<file path="src/rtl/ifetch_queue.sv">
// rtl/ifetch_queue.sv - instruction fetch front end with a QDEPTH-entry FIFO toward decode
module ifetch_queue #(
    parameter logic [31:0] RESET_PC = 32'hFFFFE000,
    parameter logic [31:0] HALT_PC  = 32'h00008000,
    parameter int          QDEPTH   = 4
) (
    input  logic        sys_clk,
    input  logic        rst_n,
    input  logic        redirect,
    input  logic [31:0] redirect_addr,
    output logic        ic_req,
    output logic [31:0] ic_addr,
    input  logic        ic_done,
    input  logic [31:0] ic_ins,
    output logic        out_valid,
    input  logic        out_ready,
    output logic [31:0] out_ins,
    output logic [31:0] out_pc,
    output logic [31:0] out_next_pc,
    output logic        halted
);

    localparam int PW = $clog2(QDEPTH);
    localparam int CW = $clog2(QDEPTH) + 1;
    localparam logic [CW-1:0] DEPTH_C = CW'(QDEPTH);

    typedef enum logic [1:0] {
        S_IDLE,
        S_REQ,
        S_DROP,
        S_HALT
    } state_t;

    state_t        state_q, state_d;
    logic [31:0]   fetch_pc_q, fetch_pc_d;
    logic          ic_req_q, ic_req_d;
    logic [31:0]   ic_addr_q, ic_addr_d;
    logic          halted_q, halted_d;
    logic [PW-1:0] wr_ptr_q, wr_ptr_d;
    logic [PW-1:0] rd_ptr_q, rd_ptr_d;
    logic [CW-1:0] count_q, count_d;
    logic [31:0]   ins_mem_q [QDEPTH];
    logic [31:0]   ins_mem_d [QDEPTH];
    logic [31:0]   pc_mem_q  [QDEPTH];
    logic [31:0]   pc_mem_d  [QDEPTH];

    logic          push;
    logic          pop;
    logic [31:0]   pc_inc;
    logic [CW-1:0] count_no_push;
    logic [CW-1:0] count_with_push;

    // Issue FSM, FIFO bookkeeping and redirect override; redirect is applied last so it wins
    always_comb begin
        state_d         = state_q;
        fetch_pc_d      = fetch_pc_q;
        ic_req_d        = ic_req_q;
        ic_addr_d       = ic_addr_q;
        halted_d        = halted_q;
        push            = 1'b0;
        pop             = (count_q != '0) && out_ready && !redirect;
        pc_inc          = fetch_pc_q + 32'd4;
        count_no_push   = count_q - CW'(pop);
        count_with_push = count_q + CW'(1) - CW'(pop);

        case (state_q)
            S_IDLE: begin
                if (fetch_pc_q == HALT_PC) begin
                    state_d  = S_HALT;
                    halted_d = 1'b1;
                end else if (count_no_push < DEPTH_C) begin
                    state_d   = S_REQ;
                    ic_req_d  = 1'b1;
                    ic_addr_d = fetch_pc_q;
                end
            end
            S_REQ: begin
                if (ic_done) begin
                    push       = 1'b1;
                    fetch_pc_d = pc_inc;
                    if (pc_inc == HALT_PC) begin
                        state_d  = S_HALT;
                        ic_req_d = 1'b0;
                        halted_d = 1'b1;
                    end else if (count_with_push < DEPTH_C) begin
                        ic_addr_d = pc_inc;
                    end else begin
                        state_d  = S_IDLE;
                        ic_req_d = 1'b0;
                    end
                end
            end
            S_DROP: begin
                if (ic_done) begin
                    state_d  = S_IDLE;
                    ic_req_d = 1'b0;
                end
            end
            S_HALT: begin
                state_d = S_HALT;
            end
            default: begin
                state_d  = S_IDLE;
                ic_req_d = 1'b0;
            end
        endcase

        // A cache request already on the bus must still complete, so it is parked in DROP
        if (redirect) begin
            push       = 1'b0;
            fetch_pc_d = redirect_addr;
            halted_d   = 1'b0;
            ic_addr_d  = ic_addr_q;
            if ((state_q == S_REQ || state_q == S_DROP) && !ic_done) begin
                state_d  = S_DROP;
                ic_req_d = 1'b1;
            end else begin
                state_d  = S_IDLE;
                ic_req_d = 1'b0;
            end
        end

        wr_ptr_d = wr_ptr_q;
        rd_ptr_d = rd_ptr_q;
        count_d  = count_q;
        if (redirect) begin
            wr_ptr_d = '0;
            rd_ptr_d = '0;
            count_d  = '0;
        end else begin
            if (push) begin
                wr_ptr_d = wr_ptr_q + PW'(1);
            end
            if (pop) begin
                rd_ptr_d = rd_ptr_q + PW'(1);
            end
            count_d = count_q + CW'(push) - CW'(pop);
        end

        ins_mem_d = ins_mem_q;
        pc_mem_d  = pc_mem_q;
        if (push) begin
            ins_mem_d[wr_ptr_q] = ic_ins;
            pc_mem_d[wr_ptr_q]  = ic_addr_q;
        end
    end

    // Control state with synchronous active-low reset; any in-flight response is forgotten
    always_ff @(posedge sys_clk) begin
        if (!rst_n) begin
            state_q    <= S_IDLE;
            fetch_pc_q <= RESET_PC;
            ic_req_q   <= 1'b0;
            ic_addr_q  <= RESET_PC;
            halted_q   <= 1'b0;
            wr_ptr_q   <= '0;
            rd_ptr_q   <= '0;
            count_q    <= '0;
        end else begin
            state_q    <= state_d;
            fetch_pc_q <= fetch_pc_d;
            ic_req_q   <= ic_req_d;
            ic_addr_q  <= ic_addr_d;
            halted_q   <= halted_d;
            wr_ptr_q   <= wr_ptr_d;
            rd_ptr_q   <= rd_ptr_d;
            count_q    <= count_d;
        end
    end

    // FIFO storage; entries are only observable through count, so they carry no reset
    always_ff @(posedge sys_clk) begin
        ins_mem_q <= ins_mem_d;
        pc_mem_q  <= pc_mem_d;
    end

    assign ic_req      = ic_req_q;
    assign ic_addr     = ic_addr_q;
    assign halted      = halted_q;
    assign out_valid   = (count_q != '0);
    assign out_ins     = out_valid ? ins_mem_q[rd_ptr_q] : 32'd0;
    assign out_pc      = out_valid ? pc_mem_q[rd_ptr_q] : 32'd0;
    assign out_next_pc = out_valid ? (pc_mem_q[rd_ptr_q] + 32'd4) : 32'd0;

endmodule

</file>
<file path="config.mk">
export PLATFORM = sky130hd
export DESIGN_NAME = ifetch_queue
export DESIGN_NICKNAME = d
export VERILOG_FILES = /design/src/rtl/ifetch_queue.sv
export SDC_FILE = /design/constraint.sdc
export NUM_CORES = 1
export LEC_CHECK = 0
export CAP_MARGIN = 20
export CORE_MARGIN = 1
export CORE_UTILIZATION = 57
export DETAILED_ROUTE_END_ITERATION = 8
export PLACE_DENSITY_LB_ADDON = 0.15
export RECOVER_POWER = 25
export SLEW_MARGIN = 30
export SYNTH_ARGS = -nofsm -noshare
export SYNTH_HDL_FRONTEND = slang
export SYNTH_SLANG_ARGS = --single-unit
</file>
<file path="constraint.sdc">
create_clock -name sys_clk -period 5.6 [get_ports sys_clk]
set_input_delay 0.84 -clock sys_clk [delete_from_list [all_inputs] [get_ports sys_clk]]
set_output_delay 0.84 -clock sys_clk [all_outputs]
set_load 0.01 [all_outputs]
</file>
==> results of run 1 <==
## worst reg2reg max path: cells and delay by family (launching register included)
family / cells / cell delay, ns
AO/OA/AOI/OAI: 3 / 0.82
AND/OR/NAND/NOR: 5 / 2.12
adder cells (fa/ha/maj): 1 / 0.35
flip-flops: 1 / 0.51
## state kept, by name, summed over array words and instances (netlist names), 2 cells and up
signal and count:
wr_ptr_q 2, fetch_pc_q 32, state_q 2, rd_ptr_q 2, pc_mem_q 128, ins_mem_q 128
count_q 3, ic_addr 32
## cells by family after synthesis
| family | Yosys count | synth area share, % |
|---|---|---|
| buffers and inverters | 111 | 3.13 |
| XOR/XNOR | 89 | 5.10 |
| flip-flops | 331 | 60.1 |
| AO/OA/AOI/OAI | 140 | 6.07 |
| AND/OR/NAND/NOR | 379 | 13.4 |
| adder cells (fa/ha/maj) | 15 | 1.28 |
| multiplexers | 86 | 10.9 |
## stage by stage
| stage | instance area (sq um) | hold slack [ns] | utilization (%) |
|---|---|---|---|
| 2_1_floorplan | 15300 | 0.456 | - |
| 3_3_place_gp | 17400 | 0.477 | 66.6 |
| 3_5_place_dp | 17400 | 0.483 | 66.6 |
| 4_1_cts | 18600 | 0.495 | 70.9 |
| 5_1_grt | 18600 | 0.520 | 70.9 |
| 6_report | 18600 | 0.497 | 70.9 |
## worst min-delay path by stage
stage                          startpoint                       to  slack (ns)  cells past startpoint
6_report              halted$_SDFFE_PP0P_      halted$_SDFFE_PP0P_        0.50                      2
2_1_floorplan  fetch_pc_q[0]$_SDFFE_PN0P_  ic_addr[0]$_SDFFE_PN0P_        0.46                      2
4_1_cts               halted$_SDFFE_PP0P_      halted$_SDFFE_PP0P_        0.49                      2
5_1_grt               halted$_SDFFE_PP0P_      halted$_SDFFE_PP0P_        0.52                      2
3_3_place_gp          halted$_SDFFE_PP0P_      halted$_SDFFE_PP0P_        0.48                      2
3_5_place_dp          halted$_SDFFE_PP0P_      halted$_SDFFE_PP0P_        0.48                      2
## area by class of cell
cell class,instances,area (sq um)
clock buffers,49,980
clock inverters,15,156
fillers,1766,7620
inverters,21,78.8
multi-input cells,709,5630
flip-flops and latches,331,9190
well taps,335,419
repair buffers,217,2130
## cells in the mapped netlist, drive strengths merged (9+ instances only)
cell type    n
edfxtp     256
dfxtp       75
nand2       74
nor2        74
and2        69
mux4        64
nand3       49
clkbuf      48
xor2        45
xnor2       44
buf         42
a211oi      33
a21oi       31
nand4       28
o21ai       27
mux2i       21
inv         19
a31oi       18
nor3        17
and3        16
ha          14
or3         11
and4        10
nor4         9
## power breakdown
part | leakage (uW) | switching (uW) | total [uW] | internal, uW
registers | 0.00290 | 83.4 | 2780 | 2700
logic | 0.00252 | 211 | 401 | 190
clock network | 0.000543 | 917 | 2240 | 1330
## per-layer routing
layer / GRT usage [%] / up-vias / wire length [um]
li1: - / 4668 / -
met1: 34.8 / 4856 / 14900
met2: 42.6 / 383 / 16800
met3: 4.08 / 56 / 2240
met4: 8.66 / 0 / 902
met5: 0 / - / 0
==> impl_metrics.csv, run 1 <==
group,metric,value,unit
power_and_ir_drop,power_density,292,nW/um^2
clocking,clock_path_buffers,3,
setup_path,startpoint,"rd_ptr_q[1]$_SDFFE_PP0P_",
placed_design,dp_slack,1.19,ns
drt,firstDrtPassIters,7,
setup_path,reg2reg_depth,9,
timing,fin_ws,0.631,ns
yosys,ys_seq_elements,331,
clocking,cts_buffers,35,
drt,vias,9963,
drt,wl_per_cell,20.8,um
timing,relSlewSlack,34.3,%
clocking,clkSinkCount,331,
setup_path,regToRegStartpoint,"fetch_pc_q[2]$_SDFFE_PN0P_",
run_status,failed_checks,"DRC",
yosys,async_reset_ff_share,0,%
yosys,ys_seq_area_share,60.1,%
yosys,synth_edf_count,256,
clocking,post-cts-setup-buffers,0,
floorplan,die_x,166,um
cells_and_area,area_growth,21.6,%
yosys,synth_warnings,0,
clocking,clk_latency,0.52,ns
drt,first_iter_violations,878,
clocking,root_buffer,"clkbuf_16",
timing,tns,0,ns
yosys,synth.net_count,1235,
run,cap_viol_max_count,0,
timing,finalHoldViolations,0,
yosys,syn_inst,1151,
timing,setup_viol,0,
timing,rsz0062_at_grt,"no",
yosys,synthTopCellsByArea,"edfxtp_1 50%, dfxtp_1 9.8%, mux4_2 9.4%, and2_1 2.8%, xor2_1 2.6%",
yosys,synth_cell_type_count,71,
setup_path,arrival,4.13,ns
setup_path,ff2ff_setup_slack,1.70,ns
grt,globalRouteOverflowTotal,0,
setup_path,crit_type,"register to primary output",
setup_path,cp-end-kind,"primary output",
cells_and_area,fin_cells,1677,
floorplan,start_util,58.3,%
power_and_ir_drop,total_power,5430,uW
cells_and_area,diodes,0,
yosys,yosysTopAreaCellShare,50.3,%
setup_path,worstPathBufferInverterCount,2,
clocking,cts_hold_buf,0,
clocking,htreeDepth,2,
timing,slew_violations,0,
grt,grt_pass1_wl,55000,um
setup_path,crit_fanout,31,
placed_design,place_inst,1613,
timing,worstMarginPinSlew,0.985,ns
power_and_ir_drop,ir_drop,0.187,mV
run_status,status,"complete, but fails checks",
grt,grt_util_all_layers,25.7,%
setup_path,crit_end,"out_next_pc[31]",
floorplan,coreArea,26200,sq um
setup_path,start_kind,"register",
cells_and_area,final_common_cell,"edfxtp_1",
cells_and_area,nets,1399,
placed_design,hpwl,23200,um
timing,max_freq,201,MHz
yosys,yosysTopAreaCell,"edfxtp_1",
setup_path,r2r-end,"state_q[1]$_SDFFE_PN0P_",
floorplan,die-height,166,um
floorplan,die_area,27500,sq um
drt,routed_wl,34900,um
floorplan,io_pins,200,
grt,grt_max_degree,65,
worst_hold_path,hold_path_class,"register to register",
clocking,cts_tree,"built",
drt,ant_nets,0,
timing,finalCriticalPeriod,4.97,ns
setup_path,required,4.76,ns
setup_path,critical_path.top_delay_family,"simple AND/OR/NAND/NOR gates",
clocking,clk_pin_slew_worst_paths,0.06,ns
drt,vias_per_cell,5.94,
setup_path,slowest_stage,"dfxtp_2",
power_and_ir_drop,total_leakage_power,0.00597,uW
grt,grt_pass1_vias,9719,
yosys,avgSynthCellArea,13.3,sq um
timing,skew,0.0168,ns
setup_path,worst-path-stages,10,
yosys,synth_ff_type,"edfxtp_1",
placed_design,port_buffers,199,
floorplan,rows,59,
cells_and_area,most-common-layout-cells,"256 x edfxtp_1, 186 x clkdlybuf4s50_1, 74 x nand2_1, 73 x nor2_1, 73 x dfxtp_1",
setup_path,cpPeakStageDelay,0.59,ns
setup_path,cpMostUsedCell,"and3_1",
timing,min_period_over_period,88.7,%
cells_and_area,layout-drive-gt1-share,11.9,%
placed_design,place_congestion,0.969,
grt,grt_antenna_before_repair,0,
setup_path,worstPathCellList,"buf_4 > mux4_2 > and3_1 > and3_1 > nand3_1 > or2_2 > nor4_1 > xnor2_1 > nor2_1 > clkdlybuf4s50_1",
yosys,synth.cell_area,15300,sq um
clocking,cts.repair.resized,0,
drt,drc,20,
Note: power is estimated with default switching activity, not from simulation.
==> inputs of run 2 (changes only) <==
CAP_MARGIN = 0   (was 20)
HOLD_SLACK_MARGIN = 0.06   (was not set)
clock period = 5.8 ns   (was 5.6 ns; I/O delays follow)
==> run 2 against run 1 <==
  * Combinational power fell by 3%
  * Clock power up 4%
  * Register-to-register slack improved by 0.33 ns
  * Global-route usage hardly changed
  * Sequential power shrank 4%
  * Final area grew 0.41%
  * Via count fell by 1.3%
  * First-iteration DRC count down 9.1%
  * Setup slack improved by 0.26 ns
  * Critical path depth shrank 1
  * Clock-buffer cell count fell by 7
  * Die area stayed put
  * The run still ends with DRC left
==> impl_metrics.csv, run 2 (same netlist as run 1, synthesis figures left out) <==
group,metric,value,unit
clocking,clkSinkCount,331,
power_and_ir_drop,pwr-share-seq,49.7,%
setup_path,crit_fanout,31,
timing,skew,0.0266,ns
floorplan,die_area,27500,sq um
timing,setup_viol,0,
setup_path,worstPathBufferInverterCount,2,
cells_and_area,fin_cells,1672,
drt,vias_per_cell,5.88,
timing,max_freq,204,MHz
setup_path,worstPathCellList,"buf_4 > mux4_2 > and2_1 > nand4_1 > or2_2 > nor4_1 > xnor2_1 > nor2_1 > clkdlybuf4s50_1",
drt,vias,9837,
grt,globalRouteOverflowTotal,0,
timing,slew_violations,0,
worst_hold_path,hold_start,"wr_ptr_q[1]$_SDFFE_PP0P_",
drt,routed_wl,34600,um
worst_hold_path,min_path_cells,2,
floorplan,start_util,58.3,%
floorplan,rows,59,
clocking,cts_buffers,34,
grt,grt_max_degree,65,
run,cap_viol_max_count,0,
cells_and_area,layout-drive-gt1-share,11.8,%
worst_hold_path,holdPathEnd,"wr_ptr_q[1]$_SDFFE_PP0P_",
power_and_ir_drop,ir_drop,0.325,mV
timing,worstMarginPinSlew,0.962,ns
power_and_ir_drop,power_density,290,nW/um^2
timing,worst_hold_slack,0.504,ns
floorplan,die_x,166,um
power_and_ir_drop,p_int,4220,uW
timing,relSlewSlack,35.9,%
cells_and_area,most-common-layout-cells,"256 x edfxtp_1, 185 x clkdlybuf4s50_1, 74 x nand2_1, 73 x nor2_1, 73 x dfxtp_1",
drt,drc,20,
cells_and_area,area_growth,22.1,%
clocking,post-cts-setup-buffers,0,
floorplan,io_pins,200,
clocking,cts.repair.resized,0,
drt,ant_nets,0,
cells_and_area,top_regs,"ins_mem_q (128), pc_mem_q (128)",
worst_hold_path,hold_path_class,"register to register",
timing,rsz0062_at_grt,"no",
timing,finalCriticalPeriod,4.91,ns
setup_path,reg2reg_depth,9,
drt,first_iter_violations,798,
setup_path,cpPeakStageDelay,0.72,ns
clocking,cts_tree,"built",
run_status,failed_checks,"DRC",
clocking,cts_hold_buf,0,
placed_design,port_buffers,199,
grt,grt_pass1_wl,55100,um
clocking,htreeDepth,2,
clocking,root_buffer,"clkbuf_16",
setup_path,arrival,4.04,ns
setup_path,cp-end-kind,"primary output",
setup_path,critical_path.top_delay_family,"simple AND/OR/NAND/NOR gates",
cells_and_area,fin_area,18700,sq um
setup_path,worst-path-stages,9,
timing,min_period_over_period,84.6,%
cells_and_area,fillCellCount,1766,
power_and_ir_drop,comb_power_share,7.2,%
setup_path,regToRegStartpoint,"fetch_pc_q[3]$_SDFFE_PN0P_",
placed_design,placed_area,17500,sq um
setup_path,slowest_stage,"dfxtp_4",
setup_path,crit_type,"register to primary output",
run_status,status,"complete, but fails checks",
placed_design,place_congestion,0.912,
clocking,clk_pin_slew_worst_paths,0.06,ns
cells_and_area,nets,1396,
setup_path,required,4.93,ns
power_and_ir_drop,total_leakage_power,0.00600,uW
cells_and_area,final_common_cell,"edfxtp_1",
placed_design,place_inst,1611,
power_and_ir_drop,pwr-share-clk,43.1,%
timing,tns,0,ns
power_and_ir_drop,netSwitchingPower,1180,uW
setup_path,ff2ff_setup_slack,2.03,ns
floorplan,coreArea,26200,sq um
drt,firstDrtPassIters,9,
cells_and_area,diodes,0,
grt,grt_pass1_vias,9626,
setup_path,r2r-end,"state_q[1]$_SDFFE_PN0P_",
placed_design,hpwl,22700,um
timing,finalHoldViolations,0,
grt,grt_util_all_layers,25.7,%
power_and_ir_drop,netSwitchingFraction,21.9,%
clocking,clk_latency,0.53,ns
grt,grt_antenna_before_repair,0,
clocking,clock_path_buffers,3,
floorplan,die-height,166,um
drt,wl_per_cell,20.7,um
setup_path,start_kind,"register",
-- run 2: changes by cell type in the layout (fill, tap and decap cells not counted), sizes merged --
cell | before | now
clkbuf | 49 | 42
clkdlybuf4s50 | 186 | 185
clkinvlp | 4 | 2
clkinv | 10 | 9
bufinv | 2 | 7
inv | 20 | 22
dlygate4sd3 | 13 | 14
buf | 18 | 16
-- run 2: area by class of cell --
class | count | area, sq um | share of cell area, %
flip-flops and latches | 331 | 9190 | 49.3
clock buffers | 42 | 902 | 4.83
repair buffers | 215 | 2140 | 11.5
well taps | 335 | 419 | 2.25
inverters | 21 | 78.8 | 0.422
clock inverters | 19 | 300 | 1.61
multi-input cells | 709 | 5630 | 30.2
-- run 2: layer usage --
layer / track usage (%) / up-vias / share of wire (%)
li1: - / 4657 / -
met3: 4.86 / 41 / 6.7
met1: 34.3 / 4793 / 42
met5: 0 / - / 0
met4: 6.79 / 0 / 1.8
met2: 43.6 / 346 / 50
-- run 2: power groups by stage --
stage	logic [uW]	registers (uW)	clock network [uW]
floorplan	246	2690	0
global placement	383	2730	0
detailed placement	390	2730	0
CTS	392	2680	2360
global route	424	2690	2450
finish	390	2680	2330
-- run 2: tightest hold or removal path, delay by kind of cell, from the launching register on --
family / cells / cell delay, ns
compound gates: 1 / 0.06
simple gates: 1 / 0.07
flops: 1 / 0.33
-- run 2: worst max-delay path by stage --
stage,startpoint,endpoint
3_3_place_gp,rd_ptr_q[0]$_SDFFE_PP0P_,out_next_pc[31]
6_report,rd_ptr_q[0]$_SDFFE_PP0P_,out_next_pc[31]
2_1_floorplan,ic_done,ins_mem_q[0]$_DFFE_PP_
4_1_cts,rd_ptr_q[0]$_SDFFE_PP0P_,out_next_pc[31]
3_5_place_dp,rd_ptr_q[0]$_SDFFE_PP0P_,out_next_pc[31]
5_1_grt,rd_ptr_q[0]$_SDFFE_PP0P_,out_next_pc[31]
-- run 2: through the flow --
step	total power, uW	worst slack [ns]	util [%]
final	5400	0.892	71.2
after CTS	5440	0.783	71.2
after global placement	3110	1.40	66.6
after floorplan	2940	2.19	-
after global routing	5570	0.592	71.2
after detailed placement	3120	1.34	66.6
